===== src/rtl/spk_out_mc_if.sv =====
// Spike-in / flit-out handshake bundle for spk_out_mc.
// Ports: soma_fire/soma_neuid/soma_ready (spike push), credit_in/flit_out_wr/flit_out (NI side).
interface spk_out_mc_if #(
    parameter int CH = 4,
    parameter int SW = 24,
    parameter int FW = 59
);
    logic [CH-1:0]    soma_fire;
    logic [CH*SW-1:0] soma_neuid;
    logic [CH-1:0]    soma_ready;
    logic             credit_in;
    logic             flit_out_wr;
    logic [FW-1:0]    flit_out;

    modport master (
        output soma_fire, soma_neuid, credit_in,
        input  soma_ready, flit_out_wr, flit_out
    );

    modport slave (
        input  soma_fire, soma_neuid, credit_in,
        output soma_ready, flit_out_wr, flit_out
    );
endinterface


===== src/rtl/spk_out_mc.sv =====
// Multi-channel spike output: RR spike/config push into a shared FIFO,
// per-channel destination-table fanout, credit-gated flit issue.
// Ports: clk, rst (async high), port (spike + flit bundle),
// cfg_we/cfg_wdata/cfg_full (config flit push), cfg_base_* (channel base),
// cfg_dst_* (table write / arbitrated read), sent_cnt (saturating flit count).
module spk_out_mc #(
    parameter int CH        = 4,
    parameter int CHW       = 2,
    parameter int FW        = 59,
    parameter int FTW       = 3,
    parameter int SW        = 24,
    parameter int R_FLG     = 36,
    parameter int DW        = 20,
    parameter int DST_DEPTH = 4,
    parameter int B         = 4,
    parameter int CRED_INIT = 15
) (
    input  logic                 clk,
    input  logic                 rst,
    spk_out_mc_if.slave          port,
    input  logic                 cfg_we,
    input  logic [FW-1:0]        cfg_wdata,
    output logic                 cfg_full,
    input  logic                 cfg_base_we,
    input  logic [CHW-1:0]       cfg_base_ch,
    input  logic [DST_DEPTH-1:0] cfg_base_wdata,
    input  logic                 cfg_dst_we,
    input  logic [DST_DEPTH-1:0] cfg_dst_waddr,
    input  logic [DW:0]          cfg_dst_wdata,
    input  logic                 cfg_dst_re,
    input  logic [DST_DEPTH-1:0] cfg_dst_raddr,
    output logic                 cfg_dst_rready,
    output logic                 cfg_dst_rvalid,
    output logic [DW:0]          cfg_dst_rdata,
    output logic [15:0]          sent_cnt
);
    localparam int EW = CHW + FW;
    localparam int DEP = 1 << B;
    localparam int TN = 1 << DST_DEPTH;
    localparam logic [B:0] FULL_CNT = (B+1)'(DEP);
    localparam logic [FTW-1:0] READ_T = '1;
    localparam logic [DST_DEPTH-1:0] FAN_MAX = '1;
    localparam logic [B-1:0] CRED_MAX = '1;

    typedef enum logic [1:0] {IDLE, RD, ISSUE, RAW} state_t;

    logic [EW-1:0]        fifo_mem [DEP];
    logic [B-1:0]         wr_ptr, rd_ptr;
    logic [B:0]           count;
    logic                 push, pop, full, empty;
    logic [EW-1:0]        push_data, fifo_head;
    logic [CHW-1:0]       rr, rot, gnt_idx;
    logic                 found, spk_ok;
    logic [DST_DEPTH-1:0] base [CH];
    logic [DW:0]          tbl [TN];
    logic [DW:0]          dat;
    logic [B-1:0]         cred;
    logic                 cfg_acc, fsm_rd, issue;
    logic [FW-1:0]        flit_n, flit_q;
    logic                 wr_q;
    logic [DST_DEPTH-1:0] rd_addr;

    state_t               state, state_n;
    logic [EW-1:0]        head, head_n;
    logic [DST_DEPTH-1:0] ptr, ptr_n, fan, fan_n;

    assign full      = count == FULL_CNT;
    assign empty     = count == '0;
    assign cfg_full  = full;
    assign fifo_head = fifo_mem[rd_ptr];

    // Scan downward so the channel closest to rr is the last (winning) hit.
    always_comb begin
        found   = 1'b0;
        gnt_idx = '0;
        rot     = '0;
        for (int k = CH - 1; k >= 0; k--) begin
            rot = CHW'((int'(rr) + k) % CH);
            if (port.soma_fire[rot]) begin
                found   = 1'b1;
                gnt_idx = rot;
            end
        end
    end

    // Config push wins; grant is also masked while in reset.
    assign spk_ok = found && !cfg_we && !full && !rst;
    assign port.soma_ready = spk_ok ? (CH'(1) << gnt_idx) : '0;
    assign push = (cfg_we && !full) || spk_ok;
    assign push_data = cfg_we ? {CHW'(0), cfg_wdata}
        : {gnt_idx, (FW-SW)'(0), port.soma_neuid[int'(gnt_idx)*SW +: SW]};

    always_ff @(posedge clk) begin
        if (push) fifo_mem[wr_ptr] <= push_data;
    end

    always_ff @(posedge clk or posedge rst) begin
        if (rst) begin
            wr_ptr <= '0;
            rd_ptr <= '0;
            count  <= '0;
            rr     <= '0;
        end else begin
            if (push) wr_ptr <= wr_ptr + 1'b1;
            if (pop) rd_ptr <= rd_ptr + 1'b1;
            count <= count + {{B{1'b0}}, push} - {{B{1'b0}}, pop};
            if (spk_ok)
                rr <= (gnt_idx == CHW'(CH-1)) ? '0 : gnt_idx + 1'b1;
        end
    end

    always_ff @(posedge clk or posedge rst) begin
        if (rst) begin
            state <= IDLE;
            head  <= '0;
            ptr   <= '0;
            fan   <= '0;
        end else begin
            state <= state_n;
            head  <= head_n;
            ptr   <= ptr_n;
            fan   <= fan_n;
        end
    end

    always_comb begin
        state_n = state;
        head_n  = head;
        ptr_n   = ptr;
        fan_n   = fan;
        pop     = 1'b0;
        issue   = 1'b0;
        fsm_rd  = 1'b0;
        flit_n  = '0;
        unique case (state)
            IDLE: if (!empty) begin
                pop    = 1'b1;
                head_n = fifo_head;
                if (fifo_head[FW-1 -: FTW] == READ_T) begin
                    state_n = RAW;
                end else begin
                    // Config entries carry ch=0, so they use base[0].
                    ptr_n   = base[fifo_head[EW-1 -: CHW]];
                    fan_n   = '0;
                    state_n = RD;
                end
            end
            RD: begin
                fsm_rd  = 1'b1;
                state_n = ISSUE;
            end
            ISSUE: if (cred != '0) begin
                issue  = 1'b1;
                flit_n = {head[FW-1 -: FTW], dat[DW:1], head[R_FLG-1:0]};
                if (dat[0] || fan == FAN_MAX) begin
                    state_n = IDLE;
                end else begin
                    ptr_n   = ptr + 1'b1;
                    fan_n   = fan + 1'b1;
                    state_n = RD;
                end
            end
            RAW: if (cred != '0) begin
                issue   = 1'b1;
                flit_n  = head[FW-1:0];
                state_n = IDLE;
            end
            default: state_n = IDLE;
        endcase
    end

    // Single table read port; the FSM owns it in RD. Separate capture
    // registers keep fanout data stable while config reads proceed.
    assign cfg_dst_rready = state != RD;
    assign cfg_acc = cfg_dst_re && cfg_dst_rready;
    assign rd_addr = fsm_rd ? ptr : cfg_dst_raddr;

    always_ff @(posedge clk) begin
        if (cfg_dst_we) tbl[cfg_dst_waddr] <= cfg_dst_wdata;
        if (fsm_rd) dat <= tbl[rd_addr];
        if (cfg_acc) cfg_dst_rdata <= tbl[rd_addr];
    end

    always_ff @(posedge clk or posedge rst) begin
        if (rst) begin
            for (int i = 0; i < CH; i++) base[i] <= '0;
            cred           <= B'(CRED_INIT);
            flit_q         <= '0;
            wr_q           <= 1'b0;
            cfg_dst_rvalid <= 1'b0;
            sent_cnt       <= '0;
        end else begin
            if (cfg_base_we) base[cfg_base_ch] <= cfg_base_wdata;
            if (port.credit_in && !issue && cred != CRED_MAX)
                cred <= cred + 1'b1;
            else if (issue && !port.credit_in)
                cred <= cred - 1'b1;
            wr_q <= issue;
            if (issue) flit_q <= flit_n;
            if (issue && sent_cnt != 16'hFFFF) sent_cnt <= sent_cnt + 1'b1;
            cfg_dst_rvalid <= cfg_acc;
        end
    end

    assign port.flit_out    = flit_q;
    assign port.flit_out_wr = wr_q;
endmodule


===== src/flat_wrapper.sv =====
// flat-port wrapper written by rule: the top's interface ports become plain ports
module spk_out_mc_flat 
#(
    parameter int CH        = 4,
    parameter int CHW       = 2,
    parameter int FW        = 59,
    parameter int FTW       = 3,
    parameter int SW        = 24,
    parameter int R_FLG     = 36,
    parameter int DW        = 20,
    parameter int DST_DEPTH = 4,
    parameter int B         = 4,
    parameter int CRED_INIT = 15
)
  (clk, rst, cfg_we, cfg_wdata, cfg_full, cfg_base_we, cfg_base_ch, cfg_base_wdata, cfg_dst_we, cfg_dst_waddr, cfg_dst_wdata, cfg_dst_re, cfg_dst_raddr, cfg_dst_rready, cfg_dst_rvalid, cfg_dst_rdata, sent_cnt, port_soma_fire, port_soma_neuid, port_credit_in, port_soma_ready, port_flit_out_wr, port_flit_out);
  spk_out_mc_if #(.CH(CH), .SW(SW), .FW(FW)) port_i ();
  input  logic clk;
  input  logic rst;
  input  logic cfg_we;
  input  logic [FW-1:0] cfg_wdata;
  output logic cfg_full;
  input  logic cfg_base_we;
  input  logic [CHW-1:0] cfg_base_ch;
  input  logic [DST_DEPTH-1:0] cfg_base_wdata;
  input  logic cfg_dst_we;
  input  logic [DST_DEPTH-1:0] cfg_dst_waddr;
  input  logic [DW:0] cfg_dst_wdata;
  input  logic cfg_dst_re;
  input  logic [DST_DEPTH-1:0] cfg_dst_raddr;
  output logic cfg_dst_rready;
  output logic cfg_dst_rvalid;
  output logic [DW:0] cfg_dst_rdata;
  output logic [15:0] sent_cnt;
  input wire logic [$bits(port_i.soma_fire)-1:0] port_soma_fire;
  input wire logic [$bits(port_i.soma_neuid)-1:0] port_soma_neuid;
  input wire logic [$bits(port_i.credit_in)-1:0] port_credit_in;
  output wire logic [$bits(port_i.soma_ready)-1:0] port_soma_ready;
  output wire logic [$bits(port_i.flit_out_wr)-1:0] port_flit_out_wr;
  output wire logic [$bits(port_i.flit_out)-1:0] port_flit_out;
  assign port_i.soma_fire = port_soma_fire;
  assign port_i.soma_neuid = port_soma_neuid;
  assign port_i.credit_in = port_credit_in;
  assign port_soma_ready = port_i.soma_ready;
  assign port_flit_out_wr = port_i.flit_out_wr;
  assign port_flit_out = port_i.flit_out;
  spk_out_mc #(.CH(CH), .CHW(CHW), .FW(FW), .FTW(FTW), .SW(SW), .R_FLG(R_FLG), .DW(DW), .DST_DEPTH(DST_DEPTH), .B(B), .CRED_INIT(CRED_INIT)) u_core (.clk(clk), .rst(rst), .port(port_i), .cfg_we(cfg_we), .cfg_wdata(cfg_wdata), .cfg_full(cfg_full), .cfg_base_we(cfg_base_we), .cfg_base_ch(cfg_base_ch), .cfg_base_wdata(cfg_base_wdata), .cfg_dst_we(cfg_dst_we), .cfg_dst_waddr(cfg_dst_waddr), .cfg_dst_wdata(cfg_dst_wdata), .cfg_dst_re(cfg_dst_re), .cfg_dst_raddr(cfg_dst_raddr), .cfg_dst_rready(cfg_dst_rready), .cfg_dst_rvalid(cfg_dst_rvalid), .cfg_dst_rdata(cfg_dst_rdata), .sent_cnt(sent_cnt));
endmodule

===== config.mk =====
export PLATFORM = sky130hd
export DESIGN_NAME = spk_out_mc_flat
export DESIGN_NICKNAME = d
export VERILOG_FILES = /design/src/rtl/spk_out_mc_if.sv /design/src/rtl/spk_out_mc.sv /design/src/flat_wrapper.sv
export SDC_FILE = /design/constraint.sdc
export NUM_CORES = 2
export LEC_CHECK = 0
export ABC_AREA = 1
export ABC_CLOCK_PERIOD_IN_PS = 10300
export BUFFER_PORTS_ARGS = -buffer_cell sky130_fd_sc_hd__buf_2
export CORE_MARGIN = 2
export CORE_UTILIZATION = 45
export CTS_CLUSTER_DIAMETER = 40
export DETAILED_ROUTE_END_ITERATION = 7
export PLACE_DENSITY = 0.6
export SLEW_MARGIN = 15
export SYNTH_ARGS = -nofsm -noshare
export SYNTH_HDL_FRONTEND = slang
export SYNTH_SLANG_ARGS = --single-unit

===== constraint.sdc =====
create_clock -name clk -period 10.3 [get_ports clk]
set_clock_uncertainty 0.1 [all_clocks]
set_input_delay 2.06 -clock clk [delete_from_list [all_inputs] [get_ports clk]]
set_output_delay 2.06 -clock clk [all_outputs]
set_load 0.01 [all_outputs]

==> flow_metrics.env <==
export IMPL_status="complete, no violations"
export IMPL_viasPerCell=5.70
export IMPL_hp_start="u_core.head[28]"
export IMPL_synth_xor_area_share_pct=0.426
export IMPL_worst_setup_path_type="input port to output pin"
export IMPL_wl_per_cell_um=23.7
export IMPL_start_util_pct=45.4
export IMPL_ys_seq_elements=1535
export IMPL_dieArea_um2=140000
export IMPL_layout_worst_path_cycle_share_pct=64.3
export IMPL_drt_pass1_iter_count=5
export IMPL_cpPeakStageDelay_ns=0.64
export IMPL_dieWidth_um=374
export IMPL_r2r_start="u_core.rd_ptr[0]"
export IMPL_dr_first_iter_drc_count=4456
export IMPL_rows=135
export IMPL_p_clk_share_pct=30.8
export IMPL_nFillCells=11406
export IMPL_ys_types=47
export IMPL_grt_pass1_wl_mm=249
export IMPL_internal_power_mw=14.2
export IMPL_cts_sinks=1535
export IMPL_critPathSlowestCell="nand2_4"
export IMPL_hold_viol_final=0
export IMPL_grt_pass1_vias=38894
export IMPL_crit_path_start_kind="input port"
export IMPL_seq_power_share_pct=38.2
export IMPL_synth_top_family_by_area="compound AO/OA/AOI/OAI gates"
export IMPL_ctsResizeCount=0
export IMPL_postCtsSetupRepairBufs=0
export IMPL_reg2reg_to="u_core.head[52]"
export IMPL_cts_max_level=4
export IMPL_synth_cells=4882
export IMPL_worst_slack_ns=3.68
export IMPL_critical_path_required_ns=8.14
export IMPL_postPlaceCellArea_um2=64700
export IMPL_p_per_area_nw_per_um2=314
export IMPL_syn_num_nets=5105
export IMPL_ys_warnings_count=0
export IMPL_worst_slew_pin_slew_ns=1.21
export IMPL_cts_hold_buf=0
export IMPL_drt_total_wl_mm=168
export IMPL_regArea_um2=45200
export IMPL_setup_viol=0
export IMPL_cts_root_buffer="clkbuf_16"
export IMPL_met1_usage_pct=34.1
export IMPL_synth_simple_gate_area_share_pct=10.8
export IMPL_swShare_pct=36.8
export IMPL_drc_errors=0
export IMPL_ir_drop_uv=169
export IMPL_synthMuxAreaShare_pct=0.0162
export IMPL_grt_use_met2_pct=36.7
export IMPL_finalCriticalPeriod_ns=6.62
export IMPL_fp_dieH_um=374
export IMPL_final_util_pct=52.6
export IMPL_hold_path_class="flip-flop to flip-flop"
export IMPL_grt_busiest_layer="met2"
export IMPL_drive_gt1_share_pct=15.0
export IMPL_synth_adder_area_share_pct=0.471
export IMPL_gp_congestion=0.855
export IMPL_p_leak_nw=25.6
export IMPL_syn2layout_area_growth_pct=15.8
export IMPL_core_region_area_um2=136000
export IMPL_rsz0062_at_grt="false"
export IMPL_layout_common_cells="edfxtp_1, nor2_1, o21ai_0"
export IMPL_max_freq_mhz=151
export IMPL_cts_tree="yes"
export IMPL_rr_worst_depth=9
export IMPL_grt_max_degree=213
export IMPL_syn_avg_cell_area_um2=12.6
export IMPL_clk_insertion_delay_late_ns=0.83
export IMPL_totalPowerFinal_mw=22.4
export IMPL_drv_slew=0
export IMPL_path_cells="buf_2 -> nand2_1 -> nand2_1 -> nand3_1 -> nand3_2 -> nand3_2 -> nand2_4 -> inv_4 -> ha_1 -> inv_1 -> nor2_1 -> buf_2"
export IMPL_layout_commonest_cell="edfxtp_1"
export IMPL_synthesis_area_um2=61600
export IMPL_relSlewSlack_pct=19.2
export IMPL_async_flop_share_pct=11.8
export IMPL_grt_overflow=0
export IMPL_grt_usage_pct=23.7
export IMPL_num_vias=40349
export IMPL_hpwlAfterDp_mm=88.4
export IMPL_ys_seq_area_share_pct=73.3
export IMPL_place_ws_ns=3.72
export IMPL_grtUsageMet3_pct=4.30
export IMPL_synth_compound_area_share_pct=11.3
export IMPL_synth_edf_count=1354
export IMPL_antenna_found_initial=7
export IMPL_whs_endpoint="u_core.port.flit_out[28]"
export IMPL_cp_max_fo=52
export IMPL_pin_count=305
export IMPL_numPortBuffers=304
export IMPL_r2r_slack_ns=5.74
export IMPL_netSwitchingPower_mw=8.25
export IMPL_ant_nets=0
export IMPL_clockBufferDepth=3
export IMPL_hold_path_cell_count=2
export IMPL_end_kind="output pin"
export IMPL_stdcell_area_um2=71400
export IMPL_final_net_count=5353
export IMPL_multi_input_area_um2=14400
export IMPL_timing_hold_ws_ns=0.376
export IMPL_synthFlopType="edfxtp_1"
export IMPL_maxCapViolations=0
export IMPL_arrival_ns=4.46
export IMPL_clk_pin_slew_ns=0.06
export IMPL_p_comb_share_pct=31.0
export IMPL_numCtsBuffers=190
[layer usage]
metal  routed length [um]  vias to the layer above
met5                    7                        -
li1                     -                    18368
met4                 4430                        2
met3                12200                      257
met1                73900                    20160
met2                77100                     1562
[cell usage after synthesis, types with 2 or more instances]
cell type	number	area share, %
inv_1	175	1.1
buf_1	15	0.091
nor3_1	16	0.13
a22oi_1	20	0.24
ha_1	20	0.41
nor2_4	2	0.037
o22ai_1	85	0.86
o211ai_1	26	0.32
inv_2	10	0.061
edfxtp_1	1354	66
o21ai_2	2	0.028
nand4_1	7	0.071
nand3b_1	28	0.34
xor2_1	22	0.31
a21oi_1	8	0.065
a31oi_1	56	0.57
o21ai_0	646	5.2
buf_4	47	0.57
clkbuf_1	173	1.1
a221oi_1	20	0.28
nand2_1	542	3.3
nand2_4	4	0.073
clkbuf_2	3	0.024
nand2_2	20	0.20
o221ai_1	224	3.2
xnor2_1	8	0.11
fa_1	2	0.065
o21ai_1	63	0.51
dfrtp_1	177	7.2
nand3_1	187	1.5
buf_2	76	0.62
dfstp_2	4	0.17
nand3_2	5	0.081
buf_6	7	0.13
nor2_1	816	5.0
[cell type report]
cell class              count  area share (%)
well taps                1781            3.12
repair buffers            378            2.95
multi-input cells        2836            20.2
clock inverters           128            2.24
inverters                 189            1.05
flip-flops and latches   1535            63.3
diodes                      4          0.0140
clock buffers             230            7.11
[power by group through the flow]
stage,logic [mW],registers [mW],clock network (mW)
global placement,6.86,8.68,0
detailed placement,6.96,8.69,0
global route,7.70,8.66,7.27
finish,6.96,8.57,6.90
CTS,6.98,8.57,7.00
floorplan,4.70,8.58,0
[worst max path at each step]
stage,from,endpoint,slack (ns),depth (start not counted)
after floorplan,rst,u_core.fifo_mem[11][0],-1.52,5
after global placement,port_soma_fire[2],port_soma_ready[0],3.81,12
after detailed placement,port_soma_fire[2],port_soma_ready[2],3.72,12
after CTS,port_soma_fire[2],port_soma_ready[2],3.74,12
after global routing,port_soma_fire[2],port_soma_ready[0],3.45,12
final,port_soma_fire[2],port_soma_ready[2],3.68,12
[critical path: cells and delay by family]
family | cells | cell delay, ns
buffers and inverters | 4 | 0.59
adder cells (fa/ha/maj) | 1 | 0.26
AND/OR/NAND/NOR | 7 | 1.53
[state kept, by name (all words and copies together) (netlist names), 5 cells and up]
name                  flops
u_core.fifo_mem         976
u_core.port.flit_out     59
u_core.tbl              336
u_core.count              5
u_core.base              16
u_core.head              59
u_core.cfg_dst_rdata     21
u_core.dat               21
u_core.sent_cnt          16
[logic make-up after synthesis]
kind of cell / after synthesis
mux: 1
xor+xnor: 30
buf+inv: 511
simple gates: 1631
compound gates: 1152
flops: 1535
fa+ha+maj: 22
[through the flow]
step | setup TNS, ns | instances
4_1_cts | 0 | 7077
3_3_place_gp | 0 | 6719
5_1_grt | 0 | 7080
6_report | 0 | 7081
3_5_place_dp | 0 | 6719
2_1_floorplan | -185.02 | 4882
Note: power is estimated with default switching activity, not from simulation.
